$ cat config.mk
export PLATFORM = sky130hd
export DESIGN_NAME = nv_nvdla_pdp_wdma_flop_fifo
export DESIGN_NICKNAME = d
export VERILOG_FILES = /design/src/rtl/nv_nvdla_pdp_wdma_pkg.sv /design/src/rtl/nv_nvdla_pdp_wdma_flopram.sv /design/src/rtl/nv_nvdla_pdp_wdma_flop_fifo.sv
export SDC_FILE = /design/constraint.sdc
export NUM_CORES = 1
export LEC_CHECK = 0
export ABC_AREA = 1
export BUFFER_PORTS_ARGS = -buffer_cell sky130_fd_sc_hd__buf_4
export CAP_MARGIN = 20
export CORE_ASPECT_RATIO = 0.6
export CORE_MARGIN = 5
export CORE_UTILIZATION = 48
export CTS_CLUSTER_SIZE = 30
export DETAILED_ROUTE_END_ITERATION = 6
export GPL_TIMING_DRIVEN = 0
export PLACE_DENSITY = 0.81
export SLEW_MARGIN = 20
export SYNTH_ARGS = -nofsm -noshare
export SYNTH_HDL_FRONTEND = slang
export SYNTH_SLANG_ARGS = --single-unit
$ cat constraint.sdc
create_clock -name nvdla_core_clk -period 5.1 [get_ports nvdla_core_clk]
set_input_delay 0.51 -clock nvdla_core_clk [delete_from_list [all_inputs] [get_ports nvdla_core_clk]]
set_output_delay 0.51 -clock nvdla_core_clk [all_outputs]
set_load 0.01 [all_outputs]
$ cat src/rtl/nv_nvdla_pdp_wdma_pkg.sv
// Shared constants and helpers for the PDP write-DMA flop FIFO.
package nv_nvdla_pdp_wdma_pkg;

  localparam int DEFAULT_WIDTH = 64;
  localparam int DEFAULT_DEPTH = 3;

  // Occupancy needs to represent 0..depth inclusive.
  function automatic int countWidth(input int depth);
    return $clog2(depth + 1);
  endfunction

  // Pointer advance with explicit wrap so non-power-of-two depths work.
  function automatic int ptrInc(input int ptr, input int depth);
    return (ptr == depth - 1) ? 0 : ptr + 1;
  endfunction

endpackage

$ cat src/rtl/nv_nvdla_pdp_wdma_flopram.sv
// DEPTH x WIDTH flop storage with one write port and one async read port.
// Read address DEPTH returns the write data, used as the bypass leg.
module nv_nvdla_pdp_wdma_flopram #(
  parameter int WIDTH = 64,
  parameter int DEPTH = 3,
  parameter int AW    = 2
) (
  input  logic             clk,
  input  logic             we,
  input  logic [AW-1:0]    wa,
  input  logic [WIDTH-1:0] di,
  input  logic [AW-1:0]    ra,
  output logic [WIDTH-1:0] dout
);

  logic [WIDTH-1:0] mem [DEPTH];

  always_ff @(posedge clk) begin
    for (int i = 0; i < DEPTH; i++) begin
      if (we && (wa == AW'(i))) begin
        mem[i] <= di;
      end
    end
  end

  // Any address outside the storage falls through to di.
  always_comb begin
    dout = di;
    for (int i = 0; i < DEPTH; i++) begin
      if (ra == AW'(i)) begin
        dout = mem[i];
      end
    end
  end

endmodule

$ cat src/rtl/nv_nvdla_pdp_wdma_flop_fifo.sv
// Parametrised flop-RAM FIFO between the PDP output formatter and WDMA packer.
// Optional empty-FIFO bypass enabled by NV_NVDLA_PDP_WDMA_FIFO_BYPASS_EN.
module nv_nvdla_pdp_wdma_flop_fifo
  import nv_nvdla_pdp_wdma_pkg::*;
#(
  parameter int WIDTH = DEFAULT_WIDTH,
  parameter int DEPTH = DEFAULT_DEPTH,
  parameter int CW    = countWidth(DEPTH)
) (
  input  logic             nvdla_core_clk,
  input  logic             nvdla_core_rstn,
  input  logic [31:0]      pwrbus_ram_pd,
  input  logic             wr_pvld,
  output logic             wr_prdy,
  input  logic [WIDTH-1:0] wr_pd,
  output logic             rd_pvld,
  input  logic             rd_prdy,
  output logic [WIDTH-1:0] rd_pd,
  output logic [CW-1:0]    wr_count
);

  logic [CW-1:0]    count_q, count_d;
  logic [CW-1:0]    wrPtr_q, wrPtr_d;
  logic [CW-1:0]    rdPtr_q, rdPtr_d;
  logic             push, pop;
  logic [CW-1:0]    ramRa;
  logic [WIDTH-1:0] ramDout;
  logic             unusedPwrbus;

  assign unusedPwrbus = ^pwrbus_ram_pd;

  assign wr_prdy  = (count_q != CW'(DEPTH)) && nvdla_core_rstn;
  assign wr_count = count_q;

`ifdef NV_NVDLA_PDP_WDMA_FIFO_BYPASS_EN
  logic bypass;

  // An empty FIFO hands wr_pd straight through; a taken bypass touches no state.
  assign bypass  = (count_q == '0) && wr_pvld;
  assign rd_pvld = (count_q != '0) || bypass;
  assign ramRa   = bypass ? CW'(DEPTH) : rdPtr_q;
  assign push    = wr_pvld && wr_prdy && !(bypass && rd_prdy);
  assign pop     = rd_pvld && rd_prdy && !bypass;
`else
  assign rd_pvld = (count_q != '0);
  assign ramRa   = rdPtr_q;
  assign push    = wr_pvld && wr_prdy;
  assign pop     = rd_pvld && rd_prdy;
`endif

  assign rd_pd = rd_pvld ? ramDout : '0;

  nv_nvdla_pdp_wdma_flopram #(
    .WIDTH (WIDTH),
    .DEPTH (DEPTH),
    .AW    (CW)
  ) uRam (
    .clk  (nvdla_core_clk),
    .we   (push),
    .wa   (wrPtr_q),
    .di   (wr_pd),
    .ra   (ramRa),
    .dout (ramDout)
  );

  always_comb begin
    count_d = count_q;
    wrPtr_d = wrPtr_q;
    rdPtr_d = rdPtr_q;
    if (push) begin
      wrPtr_d = CW'(ptrInc(int'(wrPtr_q), DEPTH));
    end
    if (pop) begin
      rdPtr_d = CW'(ptrInc(int'(rdPtr_q), DEPTH));
    end
    case ({push, pop})
      2'b10:   count_d = count_q + CW'(1);
      2'b01:   count_d = count_q - CW'(1);
      default: count_d = count_q;
    endcase
  end

  // Reset drops pointers and count; storage keeps stale words that are now unreachable.
  always_ff @(posedge nvdla_core_clk) begin
    if (!nvdla_core_rstn) begin
      count_q <= '0;
      wrPtr_q <= '0;
      rdPtr_q <= '0;
    end else begin
      count_q <= count_d;
      wrPtr_q <= wrPtr_d;
      rdPtr_q <= rdPtr_d;
    end
  end

endmodule

# After elaboration in Yosys (flattened, before gate mapping)
# Memories as Yosys holds them, arrays and structs flattened.
# Index checks and enable logic that the tools add are counted.
# classes
add_sub_neg,4
n_eq_ne,9
n_mux,19
n_reduce_logical,12
# op_table
operator,n
two-way mux 64 bit,6
OR reduction 64 bit,2
equality test 2 bit (second input constant),5
two-way mux 1 bit,8
two-way mux 2 bit,4
adder 2 x 1 -> 2 bit (second input constant),3
equality test 2 x 1 -> 1 bit (second input constant),3
logical AND 1 bit,6
logical NOT 2 bit,2
one-hot mux 2 bit (2 select lines),1
nonzero test 2 bit,2
inequality test 2 bit (second input constant),1
subtractor 2 x 1 -> 2 bit (second input constant),1
# word_totals
reg_bits,6
ramBits,192
out_inout_bits,68
elab_cells,48
memories,1
# mem_list
name,words,word_bits,rd,rd_clocked_by_memory_dff,wr,line_no,text
uRam.mem,3,64,3,0,1,nv_nvdla_pdp_wdma_flopram.sv:16,logic [WIDTH-1:0] mem [DEPTH];

# Depth between registers and ports, before layout
# depth
depth_word,9
ltp_mapped,11
depth_no_buf,10

# By module
# Synthesis repeated with hierarchy kept, for this count alone.
# hier_totals
hier_cells,937
area_unflattened_um2,8913.5
# by_module_without_submodules
mod,n_inst,cells_each,area_each_um2,seq_area_each_um2
nv_nvdla_pdp_wdma_flopram,1,754,8055.2,5765.5
nv_nvdla_pdp_wdma_flop_fifo,1,183,858.3,120.1

# Least setup slack after synthesis
# No wires, ideal clock.
# synth_path
kind,input to register
from,in nvdla_core_rstn
to,"mem uRam.mem[2][0], in the netlist uRam.mem[0][128] (enable)"
setup_time_ns,0.565
t_arrival_ns,4.981
setup_slack_ns,-0.446
cell_stages,2
path_buffers,0
path_cell_list,nand3_1 > nor3_1
# synth_via
elab_chain_len,8
# synth_lines
element,line_no,text
"start, declared",nv_nvdla_pdp_wdma_flop_fifo.sv:11,"input logic nvdla_core_rstn,"
logical AND 1 bit (*),nv_nvdla_pdp_wdma_flop_fifo.sv:32,assign wr_prdy = (count_q != CW'(DEPTH)) && nvdla_core_rstn;
logical AND 1 bit (*),nv_nvdla_pdp_wdma_flop_fifo.sv:47,assign push = wr_pvld && wr_prdy;
logical AND 1 bit,nv_nvdla_pdp_wdma_flopram.sv:20,if (we && (wa == AW'(i))) begin
two-way mux 1 bit,nv_nvdla_pdp_wdma_flopram.sv:20,
two-way mux 1 bit (implied by the code),nv_nvdla_pdp_wdma_flopram.sv:21,mem[i] <= di;
OR reduction 64 bit (no source line),-,
two-way mux 2 bit (no source line) or two-way mux 1 bit (tied branches) (2 in a row),-,
"end, declared",nv_nvdla_pdp_wdma_flopram.sv:16,
# Mark *: on every way between the ends. The rest lies on a longest branch, timed or not.

# Worst setup path after layout
# layout_path
from,"reg rdPtr_q[0], in the netlist ramRa[0]"
to,out rd_pd[26]
# layout_via
elab_chain_len,5
# layout_lines
element,line_no,text
"start, declared",nv_nvdla_pdp_wdma_flop_fifo.sv:24,"logic [CW-1:0] rdPtr_q, rdPtr_d;"
"start signal, assigned",nv_nvdla_pdp_wdma_flop_fifo.sv:92,rdPtr_q <= rdPtr_d;
logical NOT 2 bit,nv_nvdla_pdp_wdma_flopram.sv:30,if (ra == AW'(i)) begin
two-way mux 64 bit (2 in a row),nv_nvdla_pdp_wdma_flopram.sv:30,
two-way mux 64 bit (*),nv_nvdla_pdp_wdma_flopram.sv:30,
two-way mux 64 bit (*),nv_nvdla_pdp_wdma_flop_fifo.sv:51,assign rd_pd = rd_pvld ? ramDout : '0;
"end, declared",nv_nvdla_pdp_wdma_flop_fifo.sv:18,"output logic [WIDTH-1:0] rd_pd,"
# Marks and branches as above.

==> results.yml <==
outcome:
  status: "finished, final reports clean"
cts:
  clk_pin_slew_worst_paths_ns: 0.08
  clock_path_buffers: 2
  hold_buffers: 0
  clock-sinks: 198
  cts_tree: "done"
  cts_buffers: 17
  cts_resized: 0
  htree_levels: 4
  clk_latency_ns: 0.43
  root_buffer: "clkbuf_16"
  post_cts_buffers: 0
floorplanning:
  dieHeight_um: 113
  io_pins: 168
  core_area_mm2: 0.0172
  start_util_pct: 49.2
  rows: 37
  die_area_mm2: 0.0205
  die_w_um: 182
placement:
  place_ws_ns: 2.97
  gp_congestion: 0.801
  place_area_mm2: 0.00993
  portBuffers: 135
  dp_hpwl_mm: 13.9
yosys:
  syn_inst: 806
  synth_fa_ha_area_share_pct: 0.148
  synth_xor_area_share_pct: 0
  yosysSeqAreaShare_pct: 69.5
  synth_area_mm2: 0.00847
  syn_nets: 907
  synth-seq-cells: 198
  synth_simple_gate_area_share_pct: 22.2
  synth_mux_area_share_pct: 0
  ys_warn_count: 0
  synth_top_family_by_area: "simple AND/OR/NAND/NOR gates"
  synth_compound_area_share_pct: 4.21
  syn_area_per_cell_um2: 10.5
  synth.distinct_cells: 20
finish:
  layout-drive-gt1-share_pct: 22.9
  nNetsFinal: 1068
  nFillCells: 1390
  multi_input_area_mm2: 0.00227
  layout_common_cells: "nand2_1, edfxtp_1, buf_4"
  final-seq-area_mm2: 0.00589
  synthToLayoutAreaGrowth_pct: 23.6
  final_common_cell: "nand2_1"
  fin_util_pct: 60.8
  finalInstanceArea_mm2: 0.0105
  diodes: 0
grt:
  grt_usage_pct: 20.2
  grt_max_degree: 36
  globalRouteOverflowTotal: 0
  grt_pass1_wl_mm: 32.5
  grt_antenna_before_repair: 0
  grt_pass1_vias: 6041
run:
  maxCapViolCount: 0
power:
  ir_drop_uv: 238
  powerDensity_mw_per_mm2: 392
  power.leakage_nw: 4.42
timing:
  worst_pin_slew_ns: 0.665
  drv_slew: 0
  slew_headroom_pct: 55.5
  max_freq_mhz: 396
  skew_ns: 0.00858
  rsz0062_at_grt: "false"
  finalCritPeriodShare_pct: 49.6
  fin_crit_ns: 2.53
  holdWs_ns: 0.280
  setup_violations: 0
  setup_ws_ns: 2.57
  hold_viol: 0
detailed_routing:
  routedWlPerCell_um: 16.9
  drc: 0
  final_antenna_net_count: 0
  vias: 6219
  routed_wl_mm: 20.5
  drt_iter0_drc: 601
  viasPerCell: 5.13
  dr.pass1.iters: 6
hold_path:
  worstHoldEndpoint: "uRam.mem[0][121]"
  whs_path_depth: 1
  hp-class: "input port to flip-flop"
  hp-start: "wr_pd[57]"
worst_setup_path:
  critPathKind: "flip-flop to output port"
  critPathSlowestCell: "dfxtp_1"
  crit_path_end_kind: "output port"
  crit_start: "ramRa[0]"
  cp.required_ns: 4.59
  r2r_setup_slack_ns: 3.14
  crit_path_max_fanout: 10
  critPathLaunchType: "flip-flop"
  max_stage_delay_ns: 0.43
  rr_startpoint: "wr_count[0]"
  crit_chain: "inv_2, nand2_1, buf_2, buf_2, nand2_1, nor2_1, nor2_1, buf_4"
  cp.arrival_ns: 2.02
  reg2reg_to: "uRam.mem[0][151]"
  worst_r2r_path_depth: 5
through the flow:
| step | setup TNS [ns] | power, W | cells |
|---|---|---|---|
| 2_1_floorplan | 0 | 0.00245 | 806 |
| 3_3_place_gp | -14.40 | 0.00285 | 1175 |
| 3_5_place_dp | 0 | 0.00288 | 1182 |
| 4_1_cts | 0 | 0.00411 | 1213 |
| 5_1_grt | 0 | 0.00430 | 1213 |
| 6_report | 0 | 0.00410 | 1213 |
worst max-delay path: cells and delay by family (launching register included):
kind	cells	cell delay (ns)
simple gates	4	0.42
flops	1	0.43
buf+inv	4	0.75
cells in the mapped netlist:
cell type | instances | area [µm²]
buf_2 | 30 | 150
edfxtp_1 | 192 | 5770
o21ai_1 | 2 | 10.0
nor3_1 | 1 | 5.00
nor2_1 | 139 | 522
ha_1 | 1 | 12.5
dfxtp_1 | 6 | 120
nand4_1 | 3 | 18.8
nor2_2 | 1 | 6.26
inv_2 | 3 | 11.3
a31oi_1 | 1 | 6.26
nand2_2 | 1 | 6.26
inv_1 | 8 | 30.0
o21ai_0 | 65 | 325
buf_6 | 5 | 56.3
a21oi_1 | 3 | 15.0
buf_4 | 9 | 67.6
clkbuf_1 | 5 | 18.8
nand2_1 | 266 | 998
nand3_1 | 65 | 325
power breakdown:
part           switching [W]  total, W  internal, W
registers          0.0000165   0.00185      0.00183
clock network       0.000613   0.00125     0.000640
logic               0.000609  0.000997     0.000388
flip-flops by register name, indices dropped and copies added, names as in the netlist:
name      count
ramRa         2
wr_count      2
wrPtr_q       2
uRam.mem    192
worst max path at each step:
stage | to | slack [ns] | cells past startpoint
final | rd_pd[26] | 2.57 | 8
after global routing | rd_pd[26] | 2.38 | 8
after CTS | rd_pd[26] | 2.56 | 8
after detailed placement | uRam.mem[0][155] | 2.97 | 5
after global placement | uRam.mem[0][91] | -0.23 | 3
after floorplan | uRam.mem[0][100] | 1.30 | 2
cell families after synthesis:
family,Yosys count
adders and majority gates,1
and+or+nand+nor,476
AOI/OAI and AO/OA,71
buffers and inverters,60
DFF,198
routing by layer:
layer,wire [µm],vias up,GRT usage [%]
li1,-,3042,-
met1,9550,2930,29.9
met2,9250,241,31.0
met3,1630,6,5.24
met4,68,0,3.20
met5,0,-,0
layout make-up:
class / instances / area share (%)
buffer: 49 / 2.80
clock buffer: 18 / 4.10
clock inverter: 13 / 1.11
inverter: 11 / 0.418
multi-input combinational: 548 / 21.7
sequential: 198 / 56.2
tap: 234 / 2.80
timing repair buffer: 142 / 10.9
No activity file was read; power rests on OpenSTA's default activity.
